$ cat src/rtl/store_queue_if.sv
// Bundles every store-queue signal except clock and reset: the data-cache
// request side, the store-queue responses, and the write path to L2.
//
// L2 write handshake: the store queue raises l2_req_valid with
// strand/addr/data/mask stable. The request is transferred on any rising
// edge where l2_req_valid and l2_req_ready are both high. While valid is
// high and ready is low, every l2_req_* field stays unchanged. Ready may
// rise or fall freely and never depends on valid.
interface store_queue_if #(
  parameter int STRANDS    = 4,
  parameter int LINE_BYTES = 64
);
  localparam int SW = (STRANDS > 1) ? $clog2(STRANDS) : 1;
  localparam int DW = LINE_BYTES * 8;

  logic                  dcache_store;
  logic                  dcache_load;
  logic                  dcache_stbar;
  logic [SW-1:0]         dcache_req_strand;
  logic [25:0]           dcache_addr;
  logic [DW-1:0]         data_to_dcache;
  logic [LINE_BYTES-1:0] dcache_store_mask;

  logic                  sq_rollback;
  logic [STRANDS-1:0]    sq_wait_strands;
  logic [STRANDS-1:0]    sq_wake_strands;
  logic                  sq_fwd_valid;
  logic [DW-1:0]         sq_fwd_data;
  logic [LINE_BYTES-1:0] sq_fwd_mask;

  logic                  l2_req_valid;
  logic [SW-1:0]         l2_req_strand;
  logic [25:0]           l2_req_addr;
  logic [DW-1:0]         l2_req_data;
  logic [LINE_BYTES-1:0] l2_req_mask;
  logic                  l2_req_ready;
  logic                  l2_ack_valid;
  logic [SW-1:0]         l2_ack_strand;

  // Per-strand entry state, two bits per strand (strand 0 in the low bits).
  logic [2*STRANDS-1:0]  dbg_state;

  modport slave (
    input  dcache_store, dcache_load, dcache_stbar, dcache_req_strand,
           dcache_addr, data_to_dcache, dcache_store_mask,
           l2_req_ready, l2_ack_valid, l2_ack_strand,
    output sq_rollback, sq_wait_strands, sq_wake_strands,
           sq_fwd_valid, sq_fwd_data, sq_fwd_mask,
           l2_req_valid, l2_req_strand, l2_req_addr, l2_req_data, l2_req_mask,
           dbg_state
  );

  modport master (
    output dcache_store, dcache_load, dcache_stbar, dcache_req_strand,
           dcache_addr, data_to_dcache, dcache_store_mask,
           l2_req_ready, l2_ack_valid, l2_ack_strand,
    input  sq_rollback, sq_wait_strands, sq_wake_strands,
           sq_fwd_valid, sq_fwd_data, sq_fwd_mask,
           l2_req_valid, l2_req_strand, l2_req_addr, l2_req_data, l2_req_mask,
           dbg_state
  );
endinterface

$ cat src/rtl/store_queue.sv
// Per-strand store queue: one outstanding store per hardware strand,
// round-robin drain to L2, strand suspension/wake on a full entry, and
// same-strand store-to-load forwarding.
module store_queue #(
  parameter int STRANDS    = 4,
  parameter int LINE_BYTES = 64
) (
  input logic          clk,
  input logic          reset,
  store_queue_if.slave bus
);
  localparam int SW = (STRANDS > 1) ? $clog2(STRANDS) : 1;
  localparam int DW = LINE_BYTES * 8;

  localparam logic [1:0] EMPTY   = 2'd0;
  localparam logic [1:0] PENDING = 2'd1;
  localparam logic [1:0] ISSUED  = 2'd2;

  logic [1:0]            st     [STRANDS];
  logic [25:0]           addr_r [STRANDS];
  logic [DW-1:0]         data_r [STRANDS];
  logic [LINE_BYTES-1:0] mask_r [STRANDS];

  logic [STRANDS-1:0] req_hit, ack_hit, refuse, pending;
  logic [STRANDS-1:0] wait_r, wake_r;
  logic               rollback_r;

  logic [SW-1:0] ptr, hold_idx, rr_idx, grant;
  logic          hold, rr_found, any_pending, handshake;

  logic                  fwd_hit;
  logic [DW-1:0]         fwd_data_c;
  logic [LINE_BYTES-1:0] fwd_mask_c;
  logic                  fwd_valid_r;
  logic [DW-1:0]         fwd_data_r;
  logic [LINE_BYTES-1:0] fwd_mask_r;

  // Per-strand decode of this cycle's request and ack against pre-edge state.
  always_comb begin
    req_hit = '0;
    ack_hit = '0;
    refuse  = '0;
    pending = '0;
    for (int s = 0; s < STRANDS; s++) begin
      req_hit[s] = (bus.dcache_req_strand == SW'(s));
      ack_hit[s] = bus.l2_ack_valid && (bus.l2_ack_strand == SW'(s)) && (st[s] == ISSUED);
      refuse[s]  = req_hit[s] && (bus.dcache_store || bus.dcache_stbar) && (st[s] != EMPTY);
      pending[s] = (st[s] == PENDING);
    end
  end

  // Round-robin search over PENDING entries, starting after the last grant.
  always_comb begin
    rr_found = 1'b0;
    rr_idx   = '0;
    for (int i = 1; i <= STRANDS; i++) begin
      if (!rr_found && pending[SW'((int'(ptr) + i) % STRANDS)]) begin
        rr_found = 1'b1;
        rr_idx   = SW'((int'(ptr) + i) % STRANDS);
      end
    end
  end

  // A stalled request keeps its grant so the L2 bus stays stable.
  always_comb begin
    any_pending = |pending;
    grant       = hold ? hold_idx : rr_idx;
    handshake   = any_pending && bus.l2_req_ready;
  end

  // Forward lookup restricted to the requesting strand's own entry.
  always_comb begin
    fwd_hit    = 1'b0;
    fwd_data_c = '0;
    fwd_mask_c = '0;
    for (int s = 0; s < STRANDS; s++) begin
      if (bus.dcache_load && req_hit[s] && (st[s] != EMPTY) && (addr_r[s] == bus.dcache_addr)) begin
        fwd_hit    = 1'b1;
        fwd_data_c = data_r[s];
        fwd_mask_c = mask_r[s];
      end
    end
  end

  // Entry state machine: ack drains, handshake issues, store fills.
  always_ff @(posedge clk) begin
    for (int s = 0; s < STRANDS; s++) begin
      if (reset) begin
        st[s] <= EMPTY;
      end else if (ack_hit[s]) begin
        st[s] <= EMPTY;
      end else if (handshake && (grant == SW'(s))) begin
        st[s] <= ISSUED;
      end else if (bus.dcache_store && req_hit[s] && (st[s] == EMPTY)) begin
        st[s] <= PENDING;
      end
    end
  end

  // Entry payload capture; outputs are gated by state, so no reset needed.
  always_ff @(posedge clk) begin
    for (int s = 0; s < STRANDS; s++) begin
      if (!reset && bus.dcache_store && req_hit[s] && (st[s] == EMPTY)) begin
        addr_r[s] <= bus.dcache_addr;
        data_r[s] <= bus.data_to_dcache;
        mask_r[s] <= bus.dcache_store_mask;
      end
    end
  end

  // Arbitration pointer, grant hold, rollback and wait/wake bookkeeping.
  // A strand refused in the same cycle its entry drains is woken at once.
  always_ff @(posedge clk) begin
    if (reset) begin
      ptr        <= '0;
      hold       <= 1'b0;
      hold_idx   <= '0;
      rollback_r <= 1'b0;
      wait_r     <= '0;
      wake_r     <= '0;
    end else begin
      hold       <= any_pending && !bus.l2_req_ready;
      hold_idx   <= grant;
      rollback_r <= |refuse;
      if (handshake) ptr <= grant;
      for (int s = 0; s < STRANDS; s++) begin
        wake_r[s] <= ack_hit[s] && (wait_r[s] || refuse[s]);
        wait_r[s] <= ack_hit[s] ? 1'b0 : (wait_r[s] || refuse[s]);
      end
    end
  end

  // Registered forward result for last cycle's load.
  always_ff @(posedge clk) begin
    if (reset) begin
      fwd_valid_r <= 1'b0;
      fwd_data_r  <= '0;
      fwd_mask_r  <= '0;
    end else begin
      fwd_valid_r <= fwd_hit;
      fwd_data_r  <= fwd_data_c;
      fwd_mask_r  <= fwd_mask_c;
    end
  end

  // Output drive; L2 fields read as zero whenever nothing is requested.
  always_comb begin
    bus.sq_rollback     = rollback_r;
    bus.sq_wait_strands = wait_r;
    bus.sq_wake_strands = wake_r;
    bus.sq_fwd_valid    = fwd_valid_r;
    bus.sq_fwd_data     = fwd_data_r;
    bus.sq_fwd_mask     = fwd_mask_r;
    bus.l2_req_valid    = any_pending;
    bus.l2_req_strand   = any_pending ? grant : '0;
    bus.l2_req_addr     = any_pending ? addr_r[grant] : '0;
    bus.l2_req_data     = any_pending ? data_r[grant] : '0;
    bus.l2_req_mask     = any_pending ? mask_r[grant] : '0;
    bus.dbg_state       = '0;
    for (int s = 0; s < STRANDS; s++) begin
      bus.dbg_state[2*s +: 2] = st[s];
    end
  end
endmodule

$ cat src/flat_wrapper.sv
// flat-port wrapper written by rule: the top's interface ports become plain ports
module store_queue_flat 
#(
  parameter int STRANDS    = 4,
  parameter int LINE_BYTES = 64
)
  (clk, reset, bus_dcache_store, bus_dcache_load, bus_dcache_stbar, bus_dcache_req_strand, bus_dcache_addr, bus_data_to_dcache, bus_dcache_store_mask, bus_l2_req_ready, bus_l2_ack_valid, bus_l2_ack_strand, bus_sq_rollback, bus_sq_wait_strands, bus_sq_wake_strands, bus_sq_fwd_valid, bus_sq_fwd_data, bus_sq_fwd_mask, bus_l2_req_valid, bus_l2_req_strand, bus_l2_req_addr, bus_l2_req_data, bus_l2_req_mask, bus_dbg_state);
  store_queue_if #(.STRANDS(STRANDS), .LINE_BYTES(LINE_BYTES)) bus_i ();
  input logic clk;
  input logic reset;
  input wire logic [$bits(bus_i.dcache_store)-1:0] bus_dcache_store;
  input wire logic [$bits(bus_i.dcache_load)-1:0] bus_dcache_load;
  input wire logic [$bits(bus_i.dcache_stbar)-1:0] bus_dcache_stbar;
  input wire logic [$bits(bus_i.dcache_req_strand)-1:0] bus_dcache_req_strand;
  input wire logic [$bits(bus_i.dcache_addr)-1:0] bus_dcache_addr;
  input wire logic [$bits(bus_i.data_to_dcache)-1:0] bus_data_to_dcache;
  input wire logic [$bits(bus_i.dcache_store_mask)-1:0] bus_dcache_store_mask;
  input wire logic [$bits(bus_i.l2_req_ready)-1:0] bus_l2_req_ready;
  input wire logic [$bits(bus_i.l2_ack_valid)-1:0] bus_l2_ack_valid;
  input wire logic [$bits(bus_i.l2_ack_strand)-1:0] bus_l2_ack_strand;
  output wire logic [$bits(bus_i.sq_rollback)-1:0] bus_sq_rollback;
  output wire logic [$bits(bus_i.sq_wait_strands)-1:0] bus_sq_wait_strands;
  output wire logic [$bits(bus_i.sq_wake_strands)-1:0] bus_sq_wake_strands;
  output wire logic [$bits(bus_i.sq_fwd_valid)-1:0] bus_sq_fwd_valid;
  output wire logic [$bits(bus_i.sq_fwd_data)-1:0] bus_sq_fwd_data;
  output wire logic [$bits(bus_i.sq_fwd_mask)-1:0] bus_sq_fwd_mask;
  output wire logic [$bits(bus_i.l2_req_valid)-1:0] bus_l2_req_valid;
  output wire logic [$bits(bus_i.l2_req_strand)-1:0] bus_l2_req_strand;
  output wire logic [$bits(bus_i.l2_req_addr)-1:0] bus_l2_req_addr;
  output wire logic [$bits(bus_i.l2_req_data)-1:0] bus_l2_req_data;
  output wire logic [$bits(bus_i.l2_req_mask)-1:0] bus_l2_req_mask;
  output wire logic [$bits(bus_i.dbg_state)-1:0] bus_dbg_state;
  assign bus_i.dcache_store = bus_dcache_store;
  assign bus_i.dcache_load = bus_dcache_load;
  assign bus_i.dcache_stbar = bus_dcache_stbar;
  assign bus_i.dcache_req_strand = bus_dcache_req_strand;
  assign bus_i.dcache_addr = bus_dcache_addr;
  assign bus_i.data_to_dcache = bus_data_to_dcache;
  assign bus_i.dcache_store_mask = bus_dcache_store_mask;
  assign bus_i.l2_req_ready = bus_l2_req_ready;
  assign bus_i.l2_ack_valid = bus_l2_ack_valid;
  assign bus_i.l2_ack_strand = bus_l2_ack_strand;
  assign bus_sq_rollback = bus_i.sq_rollback;
  assign bus_sq_wait_strands = bus_i.sq_wait_strands;
  assign bus_sq_wake_strands = bus_i.sq_wake_strands;
  assign bus_sq_fwd_valid = bus_i.sq_fwd_valid;
  assign bus_sq_fwd_data = bus_i.sq_fwd_data;
  assign bus_sq_fwd_mask = bus_i.sq_fwd_mask;
  assign bus_l2_req_valid = bus_i.l2_req_valid;
  assign bus_l2_req_strand = bus_i.l2_req_strand;
  assign bus_l2_req_addr = bus_i.l2_req_addr;
  assign bus_l2_req_data = bus_i.l2_req_data;
  assign bus_l2_req_mask = bus_i.l2_req_mask;
  assign bus_dbg_state = bus_i.dbg_state;
  store_queue #(.STRANDS(STRANDS), .LINE_BYTES(LINE_BYTES)) u_core (.clk(clk), .reset(reset), .bus(bus_i));
endmodule
$ cat config.mk
export PLATFORM = sky130hd
export DESIGN_NAME = store_queue_flat
export DESIGN_NICKNAME = d
export VERILOG_FILES = /design/src/rtl/store_queue_if.sv /design/src/rtl/store_queue.sv /design/src/flat_wrapper.sv
export SDC_FILE = /design/constraint.sdc
export NUM_CORES = 2
export LEC_CHECK = 0
export BUFFER_PORTS_ARGS = -buffer_cell sky130_fd_sc_hd__buf_2
export CORE_MARGIN = 4
export CORE_UTILIZATION = 25
export DETAILED_ROUTE_END_ITERATION = 8
export PLACE_DENSITY = 0.48
export RECOVER_POWER = 25
export REMOVE_ABC_BUFFERS = 1
export SLEW_MARGIN = 20
export SYNTH_ARGS = -nofsm -noshare
export SYNTH_HDL_FRONTEND = slang
export SYNTH_SLANG_ARGS = --single-unit
$ cat constraint.sdc
create_clock -name clk -period 65.4 [get_ports clk]
set_clock_uncertainty 0.15 [all_clocks]
set_input_delay 9.81 -clock clk [delete_from_list [all_inputs] [get_ports clk]]
set_output_delay 9.81 -clock clk [all_outputs]
set_load 0.05 [all_outputs]
; Yosys cells after proc, flatten, opt, wreduce, memory -nomap -nowiden
; Memory sizes are Yosys's and may differ from the RTL's.
; Cells that the tools add are included.
[op_classes]
magnitude_cmp = 4
reduce_logical = 94
n_addsub = 4
n_mux = 133
bitwise_logic = 12
n_eq_ne = 21
[op_table]
columns = operator, count
row1 = 512-bit 2-to-1 mux, 8
row2 = 512-bit OR reduction, 3
row3 = 64-bit 2-to-1 mux, 8
row4 = 64-bit OR reduction, 3
row5 = 26-bit == test, 4
row6 = 26-bit 2-to-1 mux, 4
row7 = 1-bit 2-to-1 mux, 82
row8 = 26-bit OR reduction, 3
row9 = 1-bit logical AND, 58
row10 = 2-bit 2-to-1 mux, 27
row11 = 2-bit == test (second input constant), 10
row12 = 2-bit by 4-bit < comparator with 1-bit output (second input constant), 4
row13 = 2-bit by 1-bit == test with 1-bit output (second input constant), 7
row14 = 2-bit zero test, 7
row15 = 1-bit OR, 12
row16 = 1-bit binary-select mux with 2-bit select, 4
row17 = 2-bit nonzero test, 4
row18 = 2-bit OR reduction, 4
row19 = 4-bit OR reduction, 2
row20 = 1-bit zero test, 5
row21 = 1-bit logical OR, 5
row22 = 2-bit by 1-bit adder with 2-bit output (second input constant), 2
row23 = 2-bit adder (second input constant), 2
[word_totals]
ff_bits = 591
elab_cells = 284
n_memories = 4
ram_bits = 2416
in_bits = 613
output_inout_bits = 1199
[mem_list]
columns = memory, words, word_bits, read_ports, rd_clocked_by_memory_dff, write_ports, line
row1 = u_core.data_r, 4, 512, 5, 0, 1, store_queue.sv:21  ; logic [DW-1:0] data_r [STRANDS];
row2 = u_core.mask_r, 4, 64, 5, 0, 1, store_queue.sv:22  ; logic [LINE_BYTES-1:0] mask_r [STRANDS];
row3 = u_core.addr_r, 4, 26, 5, 0, 1, store_queue.sv:20  ; logic [25:0] addr_r [STRANDS];
row4 = u_core.st, 4, 2, 4, 0, 4, store_queue.sv:19  ; logic [1:0] st [STRANDS];

; Longest topological paths before layout
[depth]
word_depth = 23
mapped_depth = 10
ltp_nobuf = 8

; Worst setup path after synthesis
; OpenSTA, ideal clock, no wires.
[synth_timing]
path_type = input -> register
start = in bus_dcache_req_strand[1]
end = mem u_core.addr_r[1][0], enable pin
required_ns = 62.190
stages = 2
n_path_buf = 0
arrival_time_ns = 66.587
slack_ns = -4.398
path_cell_list = nand2b_1 nor4bb_1
[synth_between]
elab_chain_cells = 9
word_cells_on_any_way = 29
[synth_lines]
columns = item, line
row1 = from (decl), flat_wrapper.sv:14  ; input wire logic [$bits(bus_i.dcache_req_strand)-1:0] bus_dcache_req_strand;
row2 = 2-bit by 1-bit == test with 1-bit output, store_queue.sv:45  ; req_hit[s] = (bus.dcache_req_strand == SW'(s));
row3 = 1-bit logical AND (2 in series), store_queue.sv:103  ; if (!reset && bus.dcache_store && req_hit[s] && (st[s] == EMPTY)) begin
row4 = 1-bit 2-to-1 mux, store_queue.sv:103
row5 = 1-bit 2-to-1 mux (implied by the code), store_queue.sv:104  ; addr_r[s] <= bus.dcache_addr;
row6 = 26-bit OR reduction (no line), n/a
row7 = 2-bit 2-to-1 mux (no line) / 1-bit 2-to-1 mux (equally long branches) (3 in series), n/a
row8 = to (decl), store_queue.sv:20
; Parallel ways exist; a longest one is shown, timed or not.

==> summary.md <==
| Metric | Value |
|---|---|
| Run status | `finished, final reports clean` |
| Syn_area_per_cell | `16.0 um^2` |
| Avg WL per Cell | `32.7 um` |
| Final instance area | `146000 um^2` |
| Crit path top cell by count | `buf_4` |
| CTS Sinks | `3007` |
| Post-synth cell types | `50` |
| Die Span Y | `699 um` |
| GR Overflow Total | `0` |
| Vias | `81739` |
| Final setup margin | `47.83 ns` |
| CP Class | `register to output pin` |
| Postcts setup bufs | `0` |
| Highest clock rate | `56.9 MHz` |
| Pre-CTS setup slack | `48.76 ns` |
| Cts-stage hold buffer count | `0` |
| Final Power | `5110 uW` |
| CP Data Required Time | `55.44 ns` |
| Nets | `9734` |
| Setup TNS | `0 ns` |
| Hold wc startpoint | `u_core.ptr[0]` |
| Endpoints failing setup | `0` |
| FP Rows | `253` |
| Worst path buffer plus inverter count | `7` |
| RePlAce Congestion | `0.869` |
| 1st-iter DRT viols | `8410` |
| Worst R2R Path Depth | `8` |
| Largest net degree at the start of global routing | `155` |
| I/O pins | `1812` |
| Post_cts resized | `0` |
| Synthesized cell area | `119000 um^2` |
| YS warnings | `0` |
| 1st-pass router iterations | `6` |
| Leakage | `0.0490 uW` |
| Root Buffer | `clkbuf_16` |
| Clock Tree Buf Depth | `4` |
| Worst flop-to-flop path endpoint | `u_core.data_r[1][343]` |
| Vias/cell | `5.13` |
| Die W | `699 um` |
| CP Cell Sequence | `nand2b_1 -> nor3_1 -> o21ai_0 -> a21boi_4 -> buf_4 -> buf_12 -> buf_4 -> buf_4 -> buf_4 -> a22oi_1 -> buf_4 -> mux2i_1 -> buf_2` |
| Mapped Cells | `7461` |
| DP Wirelength | `354000 um` |
| CP peak stage delay | `0.99 ns` |
| Detailed Route WL | `521000 um` |
| Clk Latency, worst-skew pair | `0.95 ns` |
| Hold path depth | `2` |
| Commonest cells after routing, fill and taps aside | `edfxtp_1 (2416), a22oi_1 (1860), buf_2 (1362)` |
| P per Cell Area | `35.0 nW/um^2` |
| IO buf count | `1811` |
| Worst slew pin tran | `1.24 ns` |
| Post-Layout Cell Count | `15922` |
| Vias in the first global route | `80558` |
| Total GRT Usage | `0.201` |
| R2R setup slack | `58.77 ns` |
| Share of layout cells above drive strength 1 | `0.286` |
| WHS Endpoint | `u_core.ptr[0]` |
| Slowest cell on crit path | `buf_4` |
| Clock Pin Slew Worst Setup and Hold Paths | `0.06 ns` |
| Inst Count DP | `15143` |
| P&R area growth vs syn | `22.2%` |
| Crit end category | `output pin` |
| Worst R2R Start | `u_core.st[0][3]` |
| Crit path max-delay family | `buffers and inverters` |
| Total placed instance area | `134000 um^2` |
| CTS tree | `built` |
| Worst Path Max Fanout | `127` |
| Die area | `489000 um^2` |
| Post-synthesis async set-or-reset flop share | `0` |
| Maxcap violations | `0` |
| Initial Utilization | `0.251` |
| #FFs+latches synth | `3007` |
| Core ar. | `475000 um^2` |
| CP Data Arrival Time | `7.61 ns` |
| VDD IR max | `0.0328 mV` |
| Worst Setup SP | `u_core.st[0][3]` |
| Number of antenna violations at the first check in global routing | `256` |
| Post-route DRC | `0` |
| EDFF count, synth | `2416` |
| First-pass GRT wire length | `695000 um` |
| CTS buffer count | `349` |
| DRT antenna net count | `0` |
| Relative slew slack | `0.175` |
| Top_reg_cell synth | `edfxtp_1` |
| Final hold vios | `0` |
| H-tree levels | `5` |
| Slew Limit Fails | `0` |
| Startpoint types | `register` |
| Final Cycle Share | `0.269` |
| Post-synthesis sequential area ratio | `0.707` |
| Final Critical Period | `17.57 ns` |
| Commonest non-fill, non-tap cell in the layout | `edfxtp_1` |
| Unrepaired setup endpoints after global routing | `false` |
| Worst hold path type | `register to register` |
-- report_power, final --
| part | leakage, uW | switching, uW | internal [uW] |
|---|---|---|---|
| combinational | 0.0168 | 790 | 224 |
| clock | 0.00568 | 828 | 1160 |
| sequential | 0.0266 | 12.5 | 2090 |
| total | 0.0490 | 1630 | 3480 |
-- worst register-to-register path, stage by stage (launching register included) --
cell and delay [ns]:
edfxtp_1 0.46, nor2_1 0.18, nor4bb_4 0.30, buf_4 0.75, buf_4 0.80, buf_4 0.82, buf_4 1.00, buf_4 0.86
buf_4 0.85
-- final cells by class --
class                           instances  area, um^2
Clock inverter                        169        2000
Timing Repair Buffer                 1979       10100
Antenna cell                          127         318
Inverter                                3        18.8
Fill cell                           47280      330000
Tap cell                             6375        7980
Sequential cell                      3007       84400
Multi-Input combinational cell       3781       31400
Clock buffer                          481        9650
-- metrics by stage --
stage,utilization,hold WS (ns)
2_1_floorplan,-,0.319
3_3_place_gp,0.283,0.352
3_5_place_dp,0.283,0.366
4_1_cts,0.307,0.378
5_1_grt,0.307,0.411
6_report,0.307,0.377
-- cells by family after synthesis --
| group | share of synthesized area |
|---|---|
| flip-flops | 0.707 |
| AO/OA/AOI/OAI | 0.199 |
| buffers and inverters | 0.0308 |
| multiplexers | 0.0505 |
| AND/OR/NAND/NOR | 0.00564 |
| XOR/XNOR | 0.00769 |
-- cells in the mapped netlist (5+ instances only) --
| cell | instances | area, um^2 |
|---|---|---|
| nor3b_1 | 5 | 37.5 |
| nor2b_1 | 7 | 43.8 |
| a22oi_1 | 1860 | 14000 |
| xor2_1 | 39 | 342 |
| xnor2_1 | 64 | 561 |
| a22oi_2 | 494 | 6180 |
| a21oi_1 | 455 | 2280 |
| buf_4 | 54 | 405 |
| dfxtp_1 | 591 | 11800 |
| clkbuf_1 | 242 | 908 |
| buf_6 | 22 | 248 |
| buf_1 | 21 | 78.8 |
| nand2_1 | 9 | 33.8 |
| mux2i_1 | 602 | 6030 |
| nor4_1 | 14 | 87.6 |
| buf_12 | 5 | 100 |
| nor2_1 | 21 | 78.8 |
| edfxtp_1 | 2416 | 72500 |
| a21oi_2 | 130 | 1140 |
| nor3_1 | 7 | 35.0 |
| nand4_1 | 20 | 125 |
| nand2b_1 | 7 | 43.8 |
| buf_2 | 296 | 1480 |
| buf_8 | 30 | 450 |
-- state kept, by name, summed over array words and instances (netlist names), 4 cells and up --
register and cells:
u_core.bus.sq_fwd_mask 64, u_core.bus.sq_wait_strands 4, u_core.bus.sq_fwd_data 512, u_core.addr_r 104, u_core.mask_r 256, u_core.data_r 2048, u_core.bus.sq_wake_strands 4, u_core.st 8
-- layer usage --
layer	GRT usage	part of all wire	vias to the layer above
li1	-	-	34172
met1	0.245	0.39	42249
met2	0.323	0.47	4161
met3	0.0534	0.083	1053
met4	0.108	0.061	104
met5	0	0.0013	-
-- worst max-delay path by stage --
stage	to	slack [ns]	depth (start not counted)
after floorplan	u_core.bus.sq_fwd_data[431]	-22.22	6
after CTS	bus_l2_req_data[86]	47.68	13
after global placement	bus_l2_req_data[86]	48.79	13
after detailed placement	bus_l2_req_data[86]	48.76	13
after global routing	bus_l2_req_data[86]	47.38	13
final	bus_l2_req_data[86]	47.83	13
Power figures use the tool's default switching activity.
